### config.mk
export PLATFORM = sky130hd
export DESIGN_NAME = if_id_reg
export DESIGN_NICKNAME = d
export VERILOG_FILES = /design/src/rtl/if_id_reg_pkg.sv /design/src/rtl/if_id_reg_fetch_exc_check.sv /design/src/rtl/if_id_reg.sv
export SDC_FILE = /design/constraint.sdc
export NUM_CORES = 1
export LEC_CHECK = 0
export CORE_MARGIN = 2
export CORE_UTILIZATION = 35
export CTS_CLUSTER_SIZE = 12
export DETAILED_ROUTE_END_ITERATION = 8
export PLACE_DENSITY = 0.63
export REMOVE_ABC_BUFFERS = 1
export SYNTH_ARGS = -nofsm -noshare
export SYNTH_HDL_FRONTEND = slang
export SYNTH_SLANG_ARGS = --single-unit
### constraint.sdc
create_clock -name clk -period 6.05 [get_ports clk]
set_input_delay 1.5125 -clock clk [delete_from_list [all_inputs] [get_ports clk]]
set_output_delay 1.5125 -clock clk [all_outputs]
set_load 0.05 [all_outputs]
### src/rtl/if_id_reg_pkg.sv
// Shared pipeline definitions for the IF/ID boundary: exception codes,
// the NOP encoding, the FSM state encoding and the registered entry layout.
package if_id_reg_pkg;

  localparam logic [4:0]  EXC_NONE = 5'd0;
  localparam logic [4:0]  EXC_ADEL = 5'd4;
  localparam logic [31:0] NOP_ENC  = 32'h0000_0000;

  typedef enum logic [1:0] {
    ST_EMPTY = 2'b00,  // bubble
    ST_VALID = 2'b01,  // fresh entry loaded this edge
    ST_HELD  = 2'b10   // valid entry frozen by stall
  } if_id_state_e;

  typedef struct packed {
    logic [31:0] instr;
    logic [31:0] pc;
    logic [31:0] pc4;
    logic [31:0] pc8;
    logic        bd;
    logic [4:0]  exc;
    logic        valid;
  } if_id_entry_t;

endpackage : if_id_reg_pkg

### src/rtl/if_id_reg_fetch_exc_check.sv
// Combinational fetch-address fault detector: flags a misaligned PC or one
// outside the legal text window and reports the matching exception code.
module fetch_exc_check
  import if_id_reg_pkg::*;
#(
  parameter logic [31:0] TEXT_BASE = 32'h0000_3000,
  parameter logic [31:0] TEXT_END  = 32'h0000_6FFC
) (
  input  logic [31:0] pc_i,
  output logic        fault_o,
  output logic [4:0]  exc_code_o
);

  // Fault on misalignment or on either side of the text window.
  always_comb begin
    fault_o    = (pc_i[1:0] != 2'b00) || (pc_i < TEXT_BASE) || (pc_i > TEXT_END);
    exc_code_o = fault_o ? EXC_ADEL : EXC_NONE;
  end

endmodule : fetch_exc_check

### src/rtl/if_id_reg.sv
// IF/ID pipeline register with fetch-fault tagging, bubble/flush handling,
// stall hold and a saturating count of cycles a valid entry was held.
module if_id_reg
  import if_id_reg_pkg::*;
#(
  parameter logic [31:0] TEXT_BASE = 32'h0000_3000,
  parameter logic [31:0] TEXT_END  = 32'h0000_6FFC,
  parameter logic [31:0] NOP_INSTR = NOP_ENC
) (
  input  logic        clk,
  input  logic        reset,
  input  logic        stall,
  input  logic        flush,
  input  logic [31:0] Instr_F,
  input  logic [31:0] PC4_F,
  input  logic [31:0] PC8_F,
  input  logic        BJ_D,
  output logic [31:0] Instr_D,
  output logic [31:0] PC_D,
  output logic [31:0] PC4_D,
  output logic [31:0] PC8_D,
  output logic        BD_D,
  output logic [4:0]  ExcCode_D,
  output logic        Valid_D,
  output logic [15:0] StallCnt
);

  if_id_state_e state_q, state_d;
  if_id_entry_t entry_q, entry_d;
  logic [15:0]  stall_cnt_q, stall_cnt_d;

  logic [31:0] pc_f;
  logic        fetch_fault;
  logic [4:0]  fetch_exc;

  // Bubble contents used both by reset and by flush.
  function automatic if_id_entry_t bubble_entry();
    if_id_entry_t e;
    e       = '0;
    e.instr = NOP_INSTR;
    e.exc   = EXC_NONE;
    return e;
  endfunction

  assign pc_f = PC4_F - 32'd4;

  fetch_exc_check #(
    .TEXT_BASE (TEXT_BASE),
    .TEXT_END  (TEXT_END)
  ) u_fetch_exc_check (
    .pc_i       (pc_f),
    .fault_o    (fetch_fault),
    .exc_code_o (fetch_exc)
  );

  // Next state, next entry and next stall count; priority flush > stall > load.
  always_comb begin
    // NOTE: every always_comb output gets a default first so no path leaves it unassigned (no latch).
    state_d     = state_q;
    entry_d     = entry_q;
    stall_cnt_d = stall_cnt_q;

    if (flush) begin
      state_d = ST_EMPTY;
      entry_d = bubble_entry();
    end else if (stall) begin
      // A bubble stays a bubble; only a real entry becomes HELD and is counted.
      if (state_q != ST_EMPTY) begin
        state_d = ST_HELD;
        if (stall_cnt_q != 16'hFFFF) stall_cnt_d = stall_cnt_q + 16'd1;
      end
    end else begin
      state_d       = ST_VALID;
      entry_d.instr = fetch_fault ? NOP_INSTR : Instr_F;
      entry_d.pc    = pc_f;
      entry_d.pc4   = PC4_F;
      entry_d.pc8   = PC8_F;
      entry_d.bd    = BJ_D;
      entry_d.exc   = fetch_exc;
      entry_d.valid = 1'b1;
    end
  end

  // State, entry and counter registers with asynchronous active-low reset.
  always_ff @(posedge clk or negedge reset) begin
    if (!reset) begin
      state_q     <= ST_EMPTY;
      entry_q     <= bubble_entry();
      stall_cnt_q <= '0;
    end else begin
      // NOTE: sequential state uses non-blocking assignments so all registers update together at the edge.
      state_q     <= state_d;
      entry_q     <= entry_d;
      stall_cnt_q <= stall_cnt_d;
    end
  end

  assign Instr_D   = entry_q.instr;
  assign PC_D      = entry_q.pc;
  assign PC4_D     = entry_q.pc4;
  assign PC8_D     = entry_q.pc8;
  assign BD_D      = entry_q.bd;
  assign ExcCode_D = entry_q.exc;
  assign Valid_D   = entry_q.valid;
  assign StallCnt  = stall_cnt_q;

endmodule : if_id_reg

## Word-level counts from Yosys, hierarchy flattened

Index checks and enable logic that the tools add are counted.
Widths: inputs -> output; s select.

- Equality and inequality tests: 3
- Bitwise logic cells: 1
- Mux-type cells: 7
- Reduce and logical (&&, ||, !) cells: 5
- $lt $le $gt $ge: 2
- Add/sub/neg operators: 2

Operators with widths:

| operator | number |
|---|---|
| $mux 135 | 2 |
| $gt 32x15->1 const B | 1 |
| $lt 32x14->1 const B | 1 |
| $mux 32 | 1 |
| $sub 32x3->32 const B | 1 |
| $add 16x1->16 const B | 1 |
| $ne 16x16->1 const B | 1 |
| $mux 2 | 3 |
| $reduce_and 4->1 | 1 |
| $reduce_bool 2->1 | 2 |
| $mux 3 | 1 |
| $ne 3x1->1 const B | 1 |
| $logic_or 1x1->1 | 2 |
| $ne 2x1->1 const B | 1 |
| $not 1->1 | 1 |

- Output and inout port bits: 151
- Register bits: 153
- Input port bits: 101

## Depth between registers and ports, before layout

- Depth after elaboration: 7
- Gate-level depth with buffers: 12
- Gate-level depth less buffers: 9

## Hierarchy

From an unflattened synthesis, not the netlist that was laid out.

- Cells, all modules: 613
- Area, all modules: 6,867.8 µm²

By module, submodules not included:

| module | area an instance (µm²) | cells each | instances | seq. area each (µm²) |
|---|---|---|---|---|
| if_id_reg | 6,771.5 | 598 | 1 | 3,778.6 |
| fetch_exc_check | 96.3 | 15 | 1 | 0.0 |

## Least setup slack after synthesis

OpenSTA, ideal clock, no wires.

- Kind: input to register
- Start: input PC4_F[2]
- End: register entry_q, in the netlist ExcCode_D[2]
- Setup slack: 1.762 ns
- Data arrival time: 4.159 ns
- Setup time: 0.129 ns
- Data required time: 5.921 ns
- Stages on the path: 10
- Path through: inv_1 ha_1 clkbuf_1 nor3b_1 nand3b_1 a2111o_1 a211oi_1 nand4_1 a2111o_1 o41a_1

- Longest elaborated chain between the ends: 7
- Elaborated cells between the ends (all ways): 8

RTL lines:

| item | line | RTL |
|---|---|---|
| start, declared | if_id_reg.sv:15 | `input logic [31:0] PC4_F,` |
| $sub 32x3->32 * | if_id_reg.sv:45 | `assign pc_f = PC4_F - 32'd4;` |
| $lt 32x14->1 | if_id_reg_fetch_exc_check.sv:16 | `fault_o = (pc_i[1:0] != 2'b00) \|\| (pc_i < TEXT_BASE) \|\| (pc_i > TEXT_END);` |
| $logic_or 1x1->1 | if_id_reg_fetch_exc_check.sv:16 |  |
| $logic_or 1x1->1 * | if_id_reg_fetch_exc_check.sv:16 |  |
| $mux 3 * | if_id_reg_fetch_exc_check.sv:17 | `exc_code_o = fault_o ? EXC_ADEL : EXC_NONE;` |
| $mux 135 * | if_id_reg.sv:66 | `end else if (stall) begin` |
| $mux 135 * | if_id_reg.sv:63 | `if (flush) begin` |
| end signal, assigned | if_id_reg.sv:88 | `entry_q <= bubble_entry();` |
| end signal, assigned | if_id_reg.sv:93 | `entry_q <= entry_d;` |
| end, declared | if_id_reg.sv:29 | `if_id_entry_t entry_q, entry_d;` |

Mark *: on every way between the ends. The rest lies on a longest branch, timed or not. The select of a mux whose other input is x is not followed.
A chain may end at the register's enable or synchronous reset.

## Final worst setup path

- Start: input PC4_F[2]
- End: register entry_q, in the netlist Instr_D[30]

- Longest elaborated chain between the ends: 7
- Elaborated cells between the ends (all ways): 8

RTL lines:

| item | line | RTL |
|---|---|---|
| $sub 32x3->32 * | if_id_reg.sv:45 |  |
| $lt 32x14->1 | if_id_reg_fetch_exc_check.sv:16 |  |
| $logic_or 1x1->1 | if_id_reg_fetch_exc_check.sv:16 |  |
| $logic_or 1x1->1 * | if_id_reg_fetch_exc_check.sv:16 |  |
| $mux 32 * | if_id_reg.sv:74 | `entry_d.instr = fetch_fault ? NOP_INSTR : Instr_F;` |
| $mux 135 * | if_id_reg.sv:66 |  |
| $mux 135 * | if_id_reg.sv:63 |  |

Marks and branches as above.

==> flow_metrics.env <==
export IMPL_vias=5886
export IMPL_status="finished, final reports clean"
export IMPL_drt_total_wl_um=20180
export IMPL_hold_class="reg -> reg"
export IMPL_drt_pass1_iterations=4
export IMPL_h_tree_depth=4
export IMPL_grt_start_max_net_pins=106
export IMPL_fin_nets=1024
export IMPL_syn_avg_cell_area_um2=10.18
export IMPL_wl_per_cell_um=16.76
export IMPL_worstSetupEndpointType="flip-flop"
export IMPL_antenna_found_initial=0
export IMPL_hold_violations=0
export IMPL_cts_buffer_depth=2
export IMPL_start_kind="primary input"
export IMPL_vias_per_cell=4.889
export IMPL_cts_resized=0
export IMPL_crit_fanout=27
export IMPL_port_buffers=247
export IMPL_coreArea_um2=20100
export IMPL_worst_slew_pin_slew_ns=0.9851
export IMPL_clk_latency_ns=0.41
export IMPL_rows=52
export IMPL_rsz0062_at_grt="false"
export IMPL_grt_pass1_wl_um=32530
export IMPL_synthesis_area_um2=7137
export IMPL_slew_headroom_pct=34.17
export IMPL_clk_pin_slew_ns=0.07
export IMPL_die_y_um=146.8
export IMPL_fillCellCount=1826
export IMPL_min_path_cells=2
export IMPL_fin_cells=1204
export IMPL_fin_skew_ns=0.007411
export IMPL_gr_total_overflow=0
export IMPL_fin_crit_sh_pct=81.56
export IMPL_required_ns=6.38
export IMPL_path_class="in -> reg"
export IMPL_yosys_warnings=0
export IMPL_pin_count=252
export IMPL_synth_seq_cells=147
export IMPL_finalSetupTns_ns=0
export IMPL_gp_congestion=0.8122
export IMPL_powerDensity_nw_per_um2=261.1
export IMPL_worstPathArrival_ns=5.26
export IMPL_diodes=0
export IMPL_reg2regPathDepth=7
export IMPL_cts_root_buf="clkbuf_16"
export IMPL_post_cts_buffers=0
export IMPL_syn_inst=701
export IMPL_synthDistinctLibCells=49
export IMPL_async_reset_ff_share_pct=100.0
export IMPL_ir_worst_vdd_uv=190.8
export IMPL_drtIter0Drc=398
export IMPL_grt_use_total_pct=18.94
export IMPL_drv_cap=0
export IMPL_report_final_slew_viol_count=0
export IMPL_grt_pass1_vias=5913
export IMPL_synth_flop_cell="dfrtp_1"
export IMPL_ys_seq_area_share_pct=51.54
export IMPL_max_freq_ghz=0.2027
export IMPL_dieArea_um2=21550
export IMPL_start_util_pct=35.50
export IMPL_final_common_cell="clkdlybuf4s50_1"
export IMPL_min_period_ns=4.935
export IMPL_die_w_um=146.8
export IMPL_tritoncts="yes"
export IMPL_synth_edff_count=0
export IMPL_numPlacedInstances=1172
export IMPL_drc=0
export IMPL_ant_nets=0
export IMPL_final_cell_mix="244 x clkdlybuf4s50_1, 147 x dfrtp_1, 120 x nor2_1"
export IMPL_setup_viol_count_final=0
export IMPL_p_leak_nw=4.373
export IMPL_cts_buffers=17
export IMPL_dp_hpwl_um=13950
export IMPL_area_delta_synth_final_pct=45.69
export IMPL_postCtsHoldBufs=0
export IMPL_clkSinkCount=147
export IMPL_drive_above_1_share_pct=9.208
[where the power goes]
part	internal [W]	switching, W	leakage (nW)
Combinational	0.000203	0.000351	2.10
Clock	0.000656	0.000436	0.293
Sequential	0.00103	0.0000372	1.98
[flip-flops by register name, indices dropped and copies added (netlist names)]
| register | flops |
|---|---|
| Valid_D | 1 |
| PC_D | 32 |
| BD_D | 1 |
| Instr_D | 32 |
| PC4_D | 30 |
| StallCnt | 16 |
| state_q | 2 |
| PC8_D | 32 |
| ExcCode_D | 1 |
[cells in the mapped netlist (all sizes together) (2+ instances only)]
master  instances  area share, %
a2111o          2           0.32
a21o            3           0.32
a21oi          31            2.2
a22o            5           0.61
a31oi           2           0.18
and4            3           0.37
buf            19            1.8
clkbuf         42            2.2
dfrtp         147             52
ha              2           0.35
inv             7           0.37
mux2i          66            9.3
nand2          51            2.7
nand3          41            2.9
nand3b          3           0.32
nand4          11           0.96
nand4b          4           0.49
nor2          121            6.4
nor2b           3           0.26
nor3           20            1.4
nor3b           2           0.21
nor4            8           0.70
o21a            3           0.32
o21ai           4           0.28
o31ai          34            5.7
o41ai           3           0.37
or3             3           0.26
or4             7           0.79
xnor2          30            3.7
xor2           11            1.3
[routing by layer]
metal	up-vias	track usage [%]	routed length, um
met2	187	29.37	9522
met4	0	7.621	542
li1	2883	-	-
met5	-	0	0
met1	2789	25.30	8725
met3	27	5.062	1391
[metrics by stage]
stage                     total power, W  instance area, um^2  setup slack (ns)  hold slack, ns  util, %
final                           0.002715                10400             1.115          0.4811    51.72
after global routing            0.002829                10400            0.7899          0.5004    51.72
after CTS                       0.002752                10400             1.127          0.4880    51.72
after detailed placement        0.001649                 9793            0.7038          0.4727    48.71
after global placement          0.001646                 9793            0.8042          0.4668    48.71
after floorplan                 0.001375                 6862             1.189          0.4460        -
[path summary, 6_finish.rpt]
kind / from / to / slack, ns
min reg2reg: Instr_D[25] / Instr_D[25] / 0.48
min: Instr_D[25] / Instr_D[25] / 0.48
max in group asynchronous: reset / PC_D[30] / 3.69
max reg2reg: StallCnt[7] / StallCnt[13] / 3.72
max: PC4_F[2] / Instr_D[30] / 1.12
min in group asynchronous: reset / PC8_D[15] / 1.24
[cells by family (layout without fill, tap and decap cells)]
logic type | count (synthesis) | count (layout) | synth area share, %
XOR/XNOR | 41 | 41 | 5.031
AND/OR/NAND/NOR | 282 | 282 | 18.20
AO/OA/AOI/OAI | 94 | 94 | 11.19
buffers and inverters | 68 | 298 | 4.383
flip-flops | 147 | 147 | 51.54
other | 1 | 4 | 0.05254
adder cells (fa/ha/maj) | 2 | 2 | 0.3506
multiplexers | 66 | 66 | 9.257
[critical path: stages]
cell and delay (ns):
clkdlybuf4s50_1 0.54, inv_1 0.14, ha_1 0.30, nor3b_1 0.65
nand3b_1 0.15, a2111o_1 0.43, a211oi_1 0.23, nand4_1 0.13
a2111o_2 0.57, buf_4 0.31, o31ai_2 0.30
[layout make-up]
class                   count  area [um^2]  share of cell area [%]
clock inverters            14        175.2                   1.685
well taps                 270        337.8                   3.249
multi-input cells         489         3188                   30.66
repair buffers            259         2562                   24.64
clock buffers              18        429.2                   4.128
flip-flops and latches    147         3679                   35.38
inverters                   7        26.28                  0.2527
Power figures use the tool's default switching activity.
